--- src/rtl/pbs_pkg.sv ---
// pbs_pkg: state codes, move opcodes and catch defaults shared by the battle menu blocks.
package pbs_pkg;
   typedef enum logic [3:0] {
      S_IDLE    = 4'd0,
      S_LOAD    = 4'd1,
      S_WAIT_GO = 4'd2,
      S_P_ACT   = 4'd3,
      S_P_CHK   = 4'd4,
      S_AI_ACT  = 4'd5,
      S_AI_CHK  = 4'd6,
      S_WIN     = 4'd7,
      S_LOSE    = 4'd8
   } state_t;
   localparam logic [1:0] MOVE_ATK   = 2'b00;
   localparam logic [1:0] MOVE_HEAL  = 2'b01;
   localparam logic [1:0] MOVE_CATCH = 2'b10;
   localparam logic [1:0] MOVE_RUN   = 2'b11;
   localparam int CATCH_HP_DEF   = 3;
   localparam int CATCH_ODDS_DEF = 8;
endpackage

--- src/rtl/battle_turn_ctrl_go_edge.sv ---
// go_edge: registers the go level and emits a registered one-cycle pulse on its rising edge.
module go_edge (
   input  logic clk,
   input  logic reset_n,
   input  logic go,
   output logic rise
);
   logic go_q;
   always_ff @(posedge clk or negedge reset_n)
      if (!reset_n) begin
         go_q <= 1'b0;
         rise <= 1'b0;
      end else begin
         go_q <= go;
         rise <= go & ~go_q;
      end
endmodule

--- src/rtl/battle_turn_ctrl.sv ---
// battle_turn_ctrl: player/AI turn sequencer driving the battle datapath strobes.
module battle_turn_ctrl
   import pbs_pkg::*;
#(
   parameter int HP_W       = 4,
   parameter int CATCH_HP   = CATCH_HP_DEF,
   parameter int CATCH_ODDS = CATCH_ODDS_DEF,
   parameter int TURN_W     = 8
) (
   input  logic              clk,
   input  logic              reset_n,
   input  logic              go,
   input  logic [1:0]        move_op,
   input  logic [HP_W-1:0]   accu,
   input  logic [HP_W-1:0]   ai_accu,
   input  logic [HP_W-1:0]   rng,
   input  logic [HP_W-1:0]   ai_hp,
   input  logic              p_dead,
   input  logic              ai_dead,
   output logic              load_ai_hp,
   output logic              apply_ai_damage,
   output logic              apply_p_damage,
   output logic              p_heal,
   output logic              active_trainer,
   output logic              victory,
   output logic              loss,
   output logic              caught,
   output logic              missed,
   output logic [3:0]        state,
   output logic [TURN_W-1:0] turns
);
   localparam logic [HP_W-1:0] CHP  = HP_W'(CATCH_HP);
   localparam logic [HP_W-1:0] ODDS = HP_W'(CATCH_ODDS);
   state_t     st;
   logic [1:0] move_q;
   logic       rise;
   logic       hit, ai_hit, catch_ok;
   go_edge u_go_edge (.clk(clk), .reset_n(reset_n), .go(go), .rise(rise));
   // Strobes are decided on the edge that enters their state, so rng/accu are sampled at the latch edge.
   assign hit      = rng < accu;
   assign ai_hit   = rng < ai_accu;
   assign catch_ok = (ai_hp <= CHP) && (rng < ODDS);
   assign state    = st;
   always_ff @(posedge clk or negedge reset_n)
      if (!reset_n) begin
         st              <= S_IDLE;
         move_q          <= 2'b00;
         turns           <= '0;
         load_ai_hp      <= 1'b0;
         apply_ai_damage <= 1'b0;
         apply_p_damage  <= 1'b0;
         p_heal          <= 1'b0;
         active_trainer  <= 1'b0;
         victory         <= 1'b0;
         loss            <= 1'b0;
         caught          <= 1'b0;
         missed          <= 1'b0;
      end else begin
         load_ai_hp      <= 1'b0;
         apply_ai_damage <= 1'b0;
         apply_p_damage  <= 1'b0;
         p_heal          <= 1'b0;
         missed          <= 1'b0;
         case (st)
            S_IDLE: begin
               st         <= S_LOAD;
               load_ai_hp <= 1'b1;
            end
            S_LOAD: st <= S_WAIT_GO;
            S_WAIT_GO:
               if (rise) begin
                  st              <= S_P_ACT;
                  move_q          <= move_op;
                  apply_ai_damage <= (move_op == MOVE_ATK) && hit;
                  p_heal          <= move_op == MOVE_HEAL;
                  missed          <= ((move_op == MOVE_ATK) && !hit) || ((move_op == MOVE_CATCH) && !catch_ok);
               end
            S_P_ACT:
               if (move_q == MOVE_RUN) begin
                  st   <= S_LOSE;
                  loss <= 1'b1;
               end else if (move_q == MOVE_CATCH && !missed) begin
                  st      <= S_WIN;
                  victory <= 1'b1;
                  caught  <= 1'b1;
               end else
                  st <= S_P_CHK;
            S_P_CHK:
               if (ai_dead) begin
                  st      <= S_WIN;
                  victory <= 1'b1;
               end else begin
                  st             <= S_AI_ACT;
                  turns          <= turns + TURN_W'(turns != '1);
                  active_trainer <= 1'b1;
                  apply_p_damage <= ai_hit;
                  missed         <= !ai_hit;
               end
            S_AI_ACT: st <= S_AI_CHK;
            S_AI_CHK: begin
               active_trainer <= 1'b0;
               st             <= p_dead ? S_LOSE : S_WAIT_GO;
               loss           <= p_dead;
            end
            S_WIN, S_LOSE:
               if (rise) begin
                  st      <= S_IDLE;
                  victory <= 1'b0;
                  loss    <= 1'b0;
                  caught  <= 1'b0;
                  turns   <= '0;
               end
            default: st <= S_IDLE;
         endcase
      end
endmodule

--- config.mk ---
export PLATFORM = sky130hd
export DESIGN_NAME = battle_turn_ctrl
export DESIGN_NICKNAME = d
export VERILOG_FILES = /design/src/rtl/pbs_pkg.sv /design/src/rtl/battle_turn_ctrl_go_edge.sv /design/src/rtl/battle_turn_ctrl.sv
export SDC_FILE = /design/constraint.sdc
export NUM_CORES = 1
export LEC_CHECK = 0
export CELL_PAD_IN_SITES_DETAIL_PLACEMENT = 0
export CELL_PAD_IN_SITES_GLOBAL_PLACEMENT = 1
export CORE_MARGIN = 10
export CORE_UTILIZATION = 35
export CTS_CLUSTER_SIZE = 40
export DETAILED_ROUTE_END_ITERATION = 6
export PLACE_DENSITY_LB_ADDON = 0.1
export SYNTH_ARGS = -nofsm -noshare
export SYNTH_HDL_FRONTEND = slang
export SYNTH_HIERARCHICAL = 1
export SYNTH_SLANG_ARGS = --single-unit
--- constraint.sdc ---
create_clock -name clk -period 2.2 [get_ports clk]
set_input_delay 0.33 -clock clk [delete_from_list [all_inputs] [get_ports clk]]
set_output_delay 0.33 -clock clk [all_outputs]
set_load 0.005 [all_outputs]
==> results.yml <==
clocking:
  numClockSinks: 25
  root_buffer: "clkbuf_8"
  cts.repair.resized: 0
  cts_buffers: 3
  post_cts_buffers: 0
  cts_tree: "yes"
  clk-insertion-delay-late_ps: 270
  clk_pin_slew_ps: 100
  clk_path_buf_depth: 2
  htree_num_levels: 1
  cts_hold_buf: 0
place:
  gp_congestion: 0.8075
  pre_cts_ws_ps: 196.2
  port_buffers: 41
  placed_area_mm2: 0.001977
  dp_hpwl_um: 2775
synthesis:
  syn_avg_cell_area_um2: 9.637
  synth_area_mm2: 0.001455
  synthTopCellsByCount: "dfrtp_1, a21oi_1, inv_1, nor2_1, nand2_1"
  synth_seq_cells: 25
  synth-edff-count: 0
  netlist.area_leader.share: 0.4299
  synth_top_area_cell: "dfrtp_1"
  synthCells: 151
  ys_async_sr_fraction: 1.000
  ys_seq_area_frac: 0.4299
  synth_most_common_cell: "dfrtp_1"
  yosysWarnings: 6
  synth_fp_nets: 182
  synth_area_leaders: "dfrtp_1, ha_1, a21oi_1"
  synth.distinct_cells: 46
  ys.flop_type: "dfrtp_1"
global_route:
  grt_remaining_overflow: 0
  antenna_found_initial: 0
  grt_pass1_vias: 1365
  grt_pass1_wl_um: 6410
  grt_max_degree: 26
  grt_use_total: 0.1022
timing:
  post-route-period-util: 0.9297
  slew_headroom: 0.7015
  worst_pin_slew_ps: 441.6
  setup_viol_count_final: 0
  finalClockSkew_ps: 13.13
  slew_viol_final: 0
  finalHoldViolations: 0
  setup_tns_ps: 0
  timing.final.ws_setup_ps: 154.8
  rsz0062_at_grt: "no"
  max_clock_freq_mhz: 488.9
  timing.hold.ws_ps: 421.5
  min_period_ps: 2045
power:
  pwr-share-clk: 0.147
  p_leak_uw: 0.0008612
  power_switching_share: 0.3574
  pwr-share-seq: 0.375
  power_density_mw_per_mm2: 950.6
  internal_power_uw: 1237
  switchingPower_uw: 688.2
  ir_worst_vdd_mv: 0.4092
  power_frac_comb: 0.479
detailed_routing:
  avgRoutedWirePerCell_um: 14.24
  wirelength_um: 3560
  drcViolationCount: 0
  vias: 1252
  vias_per_cell: 5.008
  ant_nets: 0
  first_iter_violations: 87
  dr.pass1.iters: 4
worst_setup_path:
  crit_type: "flop to flop"
  startpoint_type: "flop"
  cpMostUsedCell: "ha_1"
  r2r_cells: 8
  cp.arrival_ps: 2220
  cp_cell_sequence: "and4_1, nand3_1, ha_1, ha_1, inv_1, or4_4, mux2i_1, nor3_1"
  r2r_slack_ps: 150
  crit_start: "turns[7]$_DFFE_PN0P_"
  slowest_stage: "or4_4"
  crit_fanout: 5
  critPathRequiredTime_ps: 2380
  critPathMaxStageDelay_ps: 530
  r2r_start: "turns[7]$_DFFE_PN0P_"
  r2r-end: "turns[6]$_DFFE_PN0P_"
  endpoint: "turns[6]$_DFFE_PN0P_"
  cp-end-kind: "flop"
die:
  initial_core_util: 0.3638
  die_x_um: 84.48
  ios: 44
  dieArea_mm2: 0.007137
  die_y_um: 84.48
  rows: 23
  core-area_mm2: 0.004000
flow_run:
  maxCapViolations: 0
cells_and_area:
  nNetsFinal: 232
  drive_gt1_frac: 0.1150
  largest_register_ffs: 8
  top_register: "turns"
  fillers: 380
  regArea_um2: 625.6
  n_antenna_cell: 0
  area_growth_pct: 39.21
  fin_area_mm2: 0.002026
  multi_input_area_um2: 758.2
min_path:
  min_path_type: "input port to asynchronous set/reset pin"
status:
  outcome: "finished clean"
[critical path, delay by kind of cell, from the launching register on]
kind | cells | cell delay [ps]
flip-flops | 1 | 430
multiplexers | 1 | 140
AND/OR/NAND/NOR | 4 | 1010
buffers and inverters | 1 | 40
adder cells (fa/ha/maj) | 2 | 320
[power groups by stage]
stage / registers [uW] / clock network, uW / logic (uW)
floorplan: 727 / 0 / 469
CTS: 723 / 295 / 937
detailed placement: 731 / 0 / 932
global placement: 723 / 0 / 921
global route: 747 / 324 / 1040
finish: 722 / 282 / 922
[cells in the final DEF, fill, tap and decap left out, drive strengths merged, types with 5 or more instances in the layout]
cell type      count
nand2              9
dfrtp             25
ha                 8
clkdlybuf4s50     41
nor3               7
a21oi             12
inv               10
nand2b             5
nor2              10
o21ai              8
buf               11
[through the flow]
stage          utilization  power, uW  instances
6_report            0.5064       1926        250
3_5_place_dp        0.4942       1664        246
3_3_place_gp        0.4942       1644        246
5_1_grt             0.5064       2111        250
4_1_cts             0.5064       1954        250
2_1_floorplan            -       1196        151
[layer usage]
layer	track usage	wire, um	vias to the layer above
met4	0.02246	15	0
met2	0.1764	1717	22
met3	0.03285	226	2
li1	-	-	640
met5	0	0	-
met1	0.1198	1599	588
[cell type report]
type,count,area share
Multi-Input combinational cell,109,0.3743
Sequential cell,25,0.3088
Clock inverter,1,0.003706
Timing Repair Buffer,52,0.2434
Clock buffer,3,0.02038
Tap cell,50,0.03088
Inverter,10,0.01853
[cell families after synthesis]
logic type,share of synthesized area
and+or+nand+nor,0.2545
xor gates and xnor gates,0.01806
buffers and inverters,0.04901
AOI/OAI and AO/OA,0.1505
DFF,0.4299
adders and majority gates,0.06879
muxes,0.02923
[how the worst min path moves through the flow]
stage | depth (start not counted) | from | end
6_report | 2 | reset_n | load_ai_hp$_DFF_PN0_
5_1_grt | 2 | reset_n | load_ai_hp$_DFF_PN0_
4_1_cts | 2 | reset_n | load_ai_hp$_DFF_PN0_
3_5_place_dp | 1 | u_go_edge/go_q$_DFF_PN0_ | u_go_edge/rise$_DFF_PN0_
3_3_place_gp | 1 | u_go_edge/go_q$_DFF_PN0_ | u_go_edge/rise$_DFF_PN0_
2_1_floorplan | 0 | reset_n | active_trainer$_DFFE_PN0P_
(Power assumes the default switching activity.)
